--- config.mk ---
export PLATFORM = sky130hd
export DESIGN_NAME = regfile_sb
export DESIGN_NICKNAME = d
export VERILOG_FILES = /design/src/rtl/lc3_pkg.sv /design/src/rtl/regfile_sb_rdport.sv /design/src/rtl/regfile_sb.sv
export SDC_FILE = /design/constraint.sdc
export NUM_CORES = 1
export LEC_CHECK = 0
export CORE_UTILIZATION = 55
export DETAILED_ROUTE_END_ITERATION = 16
export GPL_TIMING_DRIVEN = 0
export PLACE_DENSITY = 0.87
export SYNTH_ARGS = -nofsm -noshare
export SYNTH_HDL_FRONTEND = slang
export SYNTH_SLANG_ARGS = --single-unit
export TNS_END_PERCENT = 30
--- constraint.sdc ---
create_clock -name clk -period 2.5 [get_ports clk]
set_input_delay 0.5 -clock clk [delete_from_list [all_inputs] [get_ports clk]]
set_output_delay 0.5 -clock clk [all_outputs]
set_load 0.005 [all_outputs]
--- src/rtl/lc3_pkg.sv ---
// Shared LC3 definitions used by the register file and the execute stage.
//   nzp_t     : condition-code register layout {n, z, p}
//   NZP_RESET : condition codes after reset (Z set)
//   nzp_of()  : condition codes produced by a result value
package lc3_pkg;

    typedef struct packed {
        logic n;
        logic z;
        logic p;
    } nzp_t;

    localparam nzp_t NZP_RESET = 3'b010;

    // Widest data path nzp_of() accepts; callers zero-extend into this width.
    localparam int unsigned NZP_MAX_W = 64;

    // data holds a width-bit value zero-extended to NZP_MAX_W bits, so the
    // zero test can run over the full vector. The sign bit is picked with a
    // shifted mask rather than a variable bit select.
    function automatic nzp_t nzp_of(input logic [NZP_MAX_W-1:0] data,
                                    input int unsigned          width);
        nzp_t                 cc;
        logic [NZP_MAX_W-1:0] msb_mask;
        logic                 neg;
        logic                 zero;
        msb_mask = {{(NZP_MAX_W-1){1'b0}}, 1'b1} << (width - 1);
        neg      = |(data & msb_mask);
        zero     = (data == '0);
        cc.n     = neg;
        cc.z     = zero;
        cc.p     = !neg && !zero;
        return cc;
    endfunction

endpackage

--- src/rtl/regfile_sb_rdport.sv ---
// One combinational read port of regfile_sb.
//   regs    : current register array contents
//   busy    : current scoreboard vector
//   wr_en / wr_sel / wr_data : writeback in flight this cycle (bypass source)
//   rd_sel  : register to read
//   rd_data : selected register, or the in-flight writeback when bypassing
//   rd_busy : registered busy bit of the selected register (never bypassed)
module regfile_sb_rdport #(
    parameter int W      = 16,
    parameter int N      = 8,
    parameter int AW     = $clog2(N),
    parameter int BYPASS = 1
) (
    input  logic [W-1:0]  regs [N],
    input  logic [N-1:0]  busy,
    input  logic          wr_en,
    input  logic [AW-1:0] wr_sel,
    input  logic [W-1:0]  wr_data,
    input  logic [AW-1:0] rd_sel,
    output logic [W-1:0]  rd_data,
    output logic          rd_busy
);

    logic [W-1:0] stored_data;
    logic         bypass_hit;

    assign stored_data = regs[rd_sel];

    // With BYPASS=0 the compare folds to constant 0 and only the array mux remains.
    assign bypass_hit = (BYPASS != 0) && wr_en && (wr_sel == rd_sel);

    assign rd_data = bypass_hit ? wr_data : stored_data;

    // A writeback clearing this register only takes effect at the edge, so a
    // consumer keeps stalling for one more cycle.
    assign rd_busy = busy[rd_sel];

endmodule

--- src/rtl/regfile_sb.sv ---
// Parametrised register file with busy scoreboard and LC3 NZP condition codes.
//   clk, rst_n        : clock, asynchronous active-low reset
//   wr_en/wr_sel/wr_data/wr_cc : writeback port; wr_cc also updates NZP
//   rsv_en/rsv_sel    : decode-stage reservation of a destination register
//   flush             : clears every busy bit (pipeline squash)
//   rd_sel/rd_data    : NRD packed combinational read ports
//   rd_busy           : busy bit of each read port's register
//   busy              : full scoreboard vector
//   nzp               : condition codes {N,Z,P}
// W must be between 2 and 64 (NZP helper width), N a power of two.
module regfile_sb
    import lc3_pkg::*;
#(
    parameter int W      = 16,
    parameter int N      = 8,
    parameter int NRD    = 2,
    parameter int BYPASS = 1,
    parameter int AW     = $clog2(N)
) (
    input  logic              clk,
    input  logic              rst_n,
    input  logic              wr_en,
    input  logic [AW-1:0]     wr_sel,
    input  logic [W-1:0]      wr_data,
    input  logic              wr_cc,
    input  logic              rsv_en,
    input  logic [AW-1:0]     rsv_sel,
    input  logic              flush,
    input  logic [NRD*AW-1:0] rd_sel,
    output logic [NRD*W-1:0]  rd_data,
    output logic [NRD-1:0]    rd_busy,
    output logic [N-1:0]      busy,
    output logic [2:0]        nzp
);

    logic [W-1:0]           regs_reg [N];
    logic [N-1:0]           busy_reg;
    logic [N-1:0]           busy_next;
    logic [N-1:0]           wr_hit;
    logic [N-1:0]           rsv_hit;
    nzp_t                   nzp_reg;
    logic [NZP_MAX_W-1:0]   wr_data_ext;

    // Per-register decode and scoreboard next state.
    // Priority: flush clears, then a new reservation sets, then writeback clears.
    for (genvar gi = 0; gi < N; gi++) begin : g_reg
        assign wr_hit[gi]    = wr_en  && (wr_sel  == AW'(gi));
        assign rsv_hit[gi]   = rsv_en && (rsv_sel == AW'(gi));
        assign busy_next[gi] = flush       ? 1'b0 :
                               rsv_hit[gi] ? 1'b1 :
                               wr_hit[gi]  ? 1'b0 :
                                             busy_reg[gi];
    end

    always_ff @(posedge clk or negedge rst_n) begin
        if (!rst_n) begin
            for (int r = 0; r < N; r++) begin
                regs_reg[r] <= '0;
            end
        end else begin
            for (int r = 0; r < N; r++) begin
                if (wr_hit[r]) begin
                    regs_reg[r] <= wr_data;
                end
            end
        end
    end

    always_ff @(posedge clk or negedge rst_n) begin
        if (!rst_n) begin
            busy_reg <= '0;
        end else begin
            busy_reg <= busy_next;
        end
    end

    always_comb begin
        wr_data_ext          = '0;
        wr_data_ext[W-1:0]   = wr_data;
    end

    // wr_cc is meaningful only alongside a real writeback.
    always_ff @(posedge clk or negedge rst_n) begin
        if (!rst_n) begin
            nzp_reg <= NZP_RESET;
        end else if (wr_en && wr_cc) begin
            nzp_reg <= nzp_of(wr_data_ext, W);
        end
    end

    for (genvar gi = 0; gi < NRD; gi++) begin : g_rd
        regfile_sb_rdport #(
            .W      (W),
            .N      (N),
            .AW     (AW),
            .BYPASS (BYPASS)
        ) u_rdport (
            .regs    (regs_reg),
            .busy    (busy_reg),
            .wr_en   (wr_en),
            .wr_sel  (wr_sel),
            .wr_data (wr_data),
            .rd_sel  (rd_sel[gi*AW +: AW]),
            .rd_data (rd_data[gi*W +: W]),
            .rd_busy (rd_busy[gi])
        );
    end

    assign busy = busy_reg;
    assign nzp  = nzp_reg;

endmodule

; ---- Word-level counts from Yosys, hierarchy flattened
; Index checks and enable logic that the tools add are counted.
[classes]
mux = 36
eq_ne = 16
multipliers = 0
order_cmp = 4
shifts = 0
div_mod_pow = 0
reduce_logical = 33
add_sub_neg = 0
n_bitwise = 2
[ops]
columns = op, n
row1 = $bmux W16 S3, 2
row2 = $mux W16, 6
row3 = $logic_not A64 Y1, 1
row4 = $mux W1, 26
row5 = $eq A3 B3 Y1 const B, 8
row6 = $reduce_bool A3 Y1, 8
row7 = $logic_and A1 B1 Y1, 20
row8 = $eq A3 B2 Y1 const B, 4
row9 = $ge A4 B4 Y1 const B, 2
row10 = $lt A3 B4 Y1 const B, 2
row11 = $not A3 Y4, 2
row12 = $bmux W1 S3, 2
row13 = $eq A3 B1 Y1 const B, 2
row14 = $eq A3 B3 Y1, 2
row15 = $logic_not A3 Y1, 2
row16 = $logic_not A1 Y1, 2
[totals]
word_cells = 110
ramBits = 0
regBits = 139
out_inout_bits = 45
romBits = 0
in_bits = 34
latch_bits = 0
memories = 0

; ---- Longest topological paths before layout
; Gate-level depths: netlist of the first run.
[depth]
ltp_word = 5
mapped_depth = 6
depth_no_buf = 3

; ---- Cells and area by module
; A second synthesis of the first run with hierarchy kept.
[hier_totals]
cells_unflattened = 493
area_unflattened_um2 = 8135.3
[by_module_without_submodules]
columns = mod, cells_each, seq_area_each_um2, area_per_inst_um2, instances
row1 = regfile_sb, 329, 3479.6, 5402.7, 1
row2 = regfile_sb_rdport, 82, 0.0, 1366.3, 2

; ---- Worst setup path before layout of the first run
; OpenSTA, ideal clock, no wires.
[synth_timing]
path_type = input to output
from = input rd_sel[4]
to = output rd_data[16]
required_ns = 2.000
t_arrival_ns = 1.891
cell_stages = 5
path_slack_ns = 0.109
n_path_buf = 2
path_cell_list = clkbuf_1 -> clkbuf_1 -> mux4_1 -> mux2_2 -> mux2_2
[synth_via]
elab_chain_cells = 5
word_cells_on_any_way = 7
classes_between = eq/ne (1) / mux (4) / bitwise (1) / reduce/logical (1)
[synth_lines]
columns = item, line_no
row1 = from (decl), regfile_sb.sv:29  ; input logic [NRD*AW-1:0] rd_sel,
row2 = $not A3 Y4 (implied by the code), regfile_sb_rdport.sv:27  ; assign stored_data = regs[rd_sel];
row3 = $bmux W16 S3, regfile_sb_rdport.sv:27
row4 = $mux W16 (implied by the code) (2 in a row), regfile_sb_rdport.sv:27
row5 = $mux W16 (*), regfile_sb_rdport.sv:32  ; assign rd_data = bypass_hit ? wr_data : stored_data;
row6 = to (decl), regfile_sb.sv:30  ; output logic [NRD*W-1:0] rd_data,
; Mark *: on every way between the ends. The rest lies on a longest branch, timed or not. The select of a mux whose other input is x is not followed.

; ---- Worst setup path in the final report of the first run
[layout_timing]
from = input rd_sel[0]
to = output rd_data[7]
; The elaborated chain is that of the path after synthesis.

==> flow_summary.toml, run 1 <==
[status]
status = "finished with violations"
violations = "negative hold slack, negative setup slack"

[floorplanning]
die_y_um = 124
io_pins = 79
core-area_mm2 = 0.0145
std_cell_rows = 44
die_w_um = 124
die-area_mm2 = 0.0153
start_util_pct = 56.1

[pwr]
leakage_nw = 4.51
p_per_area_mw_per_mm2 = 785
total_power_mw = 8.16
vdd_ir_drop_max_v = 0.000578

[global_routing]
grt_pass1_vias = 6065
grt_pass1_wl_um = 36900
grt_overflow_total = 0
grt_start_max_net_pins = 92
grtUsageTotal_pct = 34.6
antenna_found_initial = 0

[clock_tree]
clockRootBuffer = "clkbuf_16"
cts.sink_count = 139
clk_pin_slew_ns = 0.06
cts_buffers = 17
clock_insertion_delay_worst_skew_ns = 0.43
htree_levels = 4
tritoncts = "done"
clk_path_buf_depth = 2

[setup_path]
path_class = "in2out"
critPathLaunchType = "primary input"
worstPathCellList = "buf_16 > buf_12 > buf_16 > buf_6 > mux4_2 > mux2_4 > mux2_4 > buf_6"
rr_startpoint = "regs_reg[125]$_DFFE_PN0P_"
slowest_delay_ns = 0.52
critPathArrivalTime_ns = 2.16
path_buf_inv = 5
path_max_fanout = 8
worst_setup_path_end_kind = "output port"
startpoint = "rd_sel[0]"
worstPathRequired_ns = 2.00
slowest_stage = "mux4_2"
cpLargestDelayFamily = "multiplexers"

[cells_and_area]
nets = 688
diodes = 0
largest_reg_flops = 128
layout_common_cells = "mux2_2 (139), dfrtp_1 (137), mux4_2 (61)"
layout_commonest_cell = "mux2_2"
area_growth_pct = 27.9
final_cell_area_mm2 = 0.0104
drive_gt1_share_pct = 61.3

[logic_synthesis]
synthCells = 510
synth.avg_cell_area_um2 = 15.9
ys_warn_count = 0
synth_fp_nets = 544
ys_seq_area_share_pct = 42.8
syn_area_mm2 = 0.00813
synth_cell_types = 26
ys_ff_latch = 139

[placed_design]
dp_slack_ns = -0.953
port_buffers = 68
placed_cell_area_mm2 = 0.00907
hpwl_um = 13100
gp_congestion = 0.854

[timing]
setup-violations-final = 23
tightest_slew_ns = 0.784
final.setup_skew_ns = 0
fmax_ghz = 0.375
slew_violations = 0
fin_tns_setup_ns = -1.49
max_slew_margin_pct = 47.5
hold_violations = 2
finalCriticalPeriod_ns = 2.66
rsz0062_at_grt = "yes"
whs_ns = -0.00838
fin_ws_ns = -0.163
period_share_pct = 107

[flow_run]
maxCapViolations = 0

[drt]
wirelength_um = 24500
via_per_inst = 6.85
ant_nets = 0
vias = 5831
drtPass1Iterations = 7
wire_per_inst_um = 28.7
drc = 0
drt_iter0_markers = 678

[min_path]
hold_class = "in2async"
## Yosys cell counts (all sizes together)
master / count / share of area [%]
clkbuf: 24 / 1.1
a32oi: 3 / 0.32
inv: 1 / 0.046
nor4b: 1 / 0.29
dfrtp: 138 / 42
a21oi: 4 / 0.25
o32a: 1 / 0.12
nor2: 6 / 0.28
nand4: 5 / 0.38
mux4: 68 / 22
xnor2: 6 / 0.65
dfstp: 1 / 0.32
a22o: 1 / 0.11
nand4b: 3 / 0.32
buf: 32 / 2.8
o21ai: 1 / 0.062
mux2: 195 / 27
nor4: 4 / 0.31
nor2b: 3 / 0.23
nor4bb: 3 / 0.37
nand2: 7 / 0.32
nand2b: 3 / 0.23
## worst register-to-register path, cell delays in order (launching register included)
cell	delay, ns
dfrtp_1	0.39
buf_4	0.15
mux2_1	0.29
## metal layers
metal | global-route usage, % | vias to the layer above | share of wire [%]
li1 | - | 2282 | -
met1 | 45.0 | 3049 | 38
met2 | 55.2 | 402 | 50
met3 | 7.15 | 98 | 7.4
met4 | 17.5 | 0 | 4.5
met5 | 0 | - | 0
## path summary, 6_finish.rpt
kind                                             endpoint  slack [ns]  cells after the start
worst min-delay path             regs_reg[11]$_DFFE_PN0P_      -0.008                      1
worst min register to register   regs_reg[75]$_DFFE_PN0P_        0.53                      1
max in group asynchronous         regs_reg[3]$_DFFE_PN0P_        1.69                      2
worst max register to register  regs_reg[125]$_DFFE_PN0P_        1.55                      2
worst max-delay path                           rd_data[7]       -0.16                      8
min in group clk                      busy[6]$_DFFE_PN0P_        0.41                      2
## through the flow
stage / std cells / utilization [%]
floorplan: 510 / -
global placement: 762 / 62.4
detailed placement: 763 / 62.6
CTS: 844 / 71.4
global route: 851 / 71.8
finish: 851 / 71.8
## final cells by class
cell class	instances	area, um^2
Sequential cell	139	3480
Tap cell	184	230
Clock buffer	26	519
Clock inverter	6	82.6
Buffer	56	488
Fill cell	848	4090
Multi-Input combinational cell	314	4280
Timing Repair Buffer	125	1310
Inverter	1	3.75
## report_power, final
part	switching, mW	internal (mW)
clock network	0.976	1.62
registers	0.420	2.72
logic	0.833	1.58
total	2.23	5.93
## cell families after synthesis
group	after synthesis	synth area share, %
AO/OA/AOI/OAI	10	0.862
XOR/XNOR	6	0.647
buffers and inverters	57	3.94
flip-flops	139	42.8
multiplexers	263	49.0
AND/OR/NAND/NOR	35	2.74
## what timing repair did
action                                  4_1_cts  5_1_grt
hold buffers                                  0        0
pin swaps                                     1        2
cloned                                        7        0
endpoints found under the setup margin       34       33
setup buffers                                42        8
resized for setup                           271       45
Power figures use the tool's default switching activity.
==> run 2: changes to the inputs <==
--- a/config.mk
+++ b/config.mk
@@ -5,10 +5,12 @@
 export SDC_FILE = /design/constraint.sdc
 export NUM_CORES = 1
 export LEC_CHECK = 0
-export CORE_UTILIZATION = 55
+export CELL_PAD_IN_SITES_DETAIL_PLACEMENT = 0
+export CELL_PAD_IN_SITES_GLOBAL_PLACEMENT = 1
+export CORE_UTILIZATION = 49
 export DETAILED_ROUTE_END_ITERATION = 16
 export GPL_TIMING_DRIVEN = 0
-export PLACE_DENSITY = 0.87
+export PLACE_DENSITY = 0.91
 export SYNTH_ARGS = -nofsm -noshare
 export SYNTH_HDL_FRONTEND = slang
 export SYNTH_SLANG_ARGS = --single-unit
==> run 2 against run 1 <==
The run ends with negative setup slack left. Clock skew is the same. Routed wire length decreased by 6.1%. Utilization decreased by 6.9 points. Register-to-register slack lost 0.06 ns. Critical endpoint is now rd_data[22]. Critical path depth fell by 3. Maximum frequency rose by 2.0%. Largest power group unchanged. Setup slack improved by 0.052 ns. Global-route usage shrank 5.6 points.
==> flow_summary.toml, run 2 (same netlist as run 1, synthesis figures left out) <==
[status]
status = "finished with violations"
violations = "negative setup slack"

[setup_path]
path_max_fanout = 2
slowest_delay_ns = 0.47
reg2reg_to = "regs_reg[6]$_DFFE_PN0P_"
worst_setup_path_end_kind = "output port"
worstPathCellList = "buf_6 > mux4_2 > mux2_4 > mux2_4 > buf_6"
r2r_cells = 3
worstPathRequired_ns = 2.00
cpLargestDelayFamily = "multiplexers"
slowest_stage = "mux4_2"
critPathArrivalTime_ns = 2.11
path_buf_inv = 2
endpoint = "rd_data[22]"
rrSetupSlack_ns = 1.49
path_class = "reg2out"
path_depth = 5
rr_startpoint = "regs_reg[6]$_DFFE_PN0P_"
critPathLaunchType = "flip-flop"
startpoint = "regs_reg[6]$_DFFE_PN0P_"

[cells_and_area]
drive_gt1_share_pct = 61.2
nets = 684
layout_commonest_cell = "dfrtp_1"
multi_input_area_mm2 = 0.00429
seqCellArea_mm2 = 0.00348
area_growth_pct = 28.2
utilization_pct = 64.9
layout_common_cells = "dfrtp_1 (138), mux2_2 (136), mux4_2 (62)"
diodes = 0
largest_reg_flops = 128
n_fill_cell = 1074

[pwr]
vdd_ir_drop_max_v = 0.000603
swShare_pct = 26.9
pwr-share-comb_pct = 30.9
leakage_nw = 4.51
p_per_area_mw_per_mm2 = 756
internal_power_mw = 5.76
p_sw_mw = 2.12
p_seq_share_pct = 39.2
pwr-share-clk_pct = 29.9

[clock_tree]
cts_buffers = 17
clock_insertion_delay_worst_skew_ns = 0.42
clk_path_buf_depth = 2
tritoncts = "done"
cts.sink_count = 139
clk_pin_slew_ns = 0.06
clockRootBuffer = "clkbuf_16"
htree_levels = 4

[flow_run]
maxCapViolations = 0

[placed_design]
port_buffers = 68
hpwl_um = 13700
gp_congestion = 0.774

[timing]
slew_violations = 0
period_share_pct = 104
final.setup_skew_ns = 0
rsz0062_at_grt = "yes"
setup-violations-final = 21
max_slew_margin_pct = 47.0
fin_tns_setup_ns = -0.842
hold_violations = 0
tightest_slew_ns = 0.792
fin_ws_ns = -0.111
fmax_ghz = 0.383
finalCriticalPeriod_ns = 2.61

[floorplanning]
core-area_mm2 = 0.0161
die_w_um = 131
die-area_mm2 = 0.0171
std_cell_rows = 46
start_util_pct = 50.6
die_y_um = 131
io_pins = 79

[global_routing]
grt_pass1_wl_um = 35300
grt_overflow_total = 0
antenna_found_initial = 0
grt_pass1_vias = 5890
grtUsageTotal_pct = 29.0
grt_start_max_net_pins = 98

[drt]
wire_per_inst_um = 26.1
via_per_inst = 6.34
wirelength_um = 23000
drtPass1Iterations = 5
drc = 0
drt_iter0_markers = 498
ant_nets = 0
vias = 5574

[min_path]
hold_class = "in2reg"
run 2: cell type report:
class | count | area share (%)
buffer | 56 | 4.83
clock buffer | 25 | 4.95
clock inverter | 7 | 0.360
inverter | 1 | 0.0360
multi-input combinational | 314 | 41.1
sequential | 139 | 33.4
tap | 216 | 2.59
timing repair buffer | 121 | 12.7
run 2: through the flow:
stage	cells	area, um^2	worst slack (ns)	hold WS, ns	total power [mW]
6_report	879	10400	-0.111	0.420	7.88
5_1_grt	879	10400	-0.128	0.457	8.19
4_1_cts	876	10300	-0.0884	0.414	7.69
3_5_place_dp	795	9110	-1.04	0.451	5.04
3_3_place_gp	794	9080	-4.24	0.475	4.89
2_1_floorplan	510	8130	0.109	0.204	4.24
run 2: power by group through the flow:
stage | registers (mW) | clock network (mW) | logic, mW
global route | 3.14 | 2.47 | 2.58
floorplan | 2.94 | 0 | 1.30
global placement | 2.98 | 0 | 1.91
detailed placement | 3.06 | 0 | 1.98
finish | 3.09 | 2.36 | 2.44
CTS | 3.05 | 2.36 | 2.29
run 2: layer usage:
| metal | routed length, um | global-route usage [%] | vias up |
|---|---|---|---|
| met4 | 910 | 16.0 | 0 |
| met2 | 11500 | 46.1 | 263 |
| met1 | 9070 | 37.7 | 2980 |
| met5 | 0 | 0 | - |
| met3 | 1460 | 5.66 | 67 |
| li1 | - | - | 2264 |
run 2: worst min-delay path by stage:
stage	startpoint	end	slack [ns]	cells past startpoint
floorplan	rst_n	busy[0]$_DFFE_PN0P_	0.20	0
global placement	regs_reg[126]$_DFFE_PN0P_	regs_reg[126]$_DFFE_PN0P_	0.47	1
detailed placement	rst_n	regs_reg[32]$_DFFE_PN0P_	0.45	1
CTS	flush	busy[3]$_DFFE_PN0P_	0.41	2
global route	flush	busy[5]$_DFFE_PN0P_	0.46	2
finish	flush	busy[5]$_DFFE_PN0P_	0.42	2
run 2: what timing repair did:
item | in CTS | in global routing
resized for setup | 296 | 46
gates cloned | 6 | 0
endpoints found under the setup margin | 34 | 33
endpoints found under the hold margin | 3 | 0
buffers inserted | 42 | 4
hold buffers | 1 | 0
pin swaps | 0 | 1
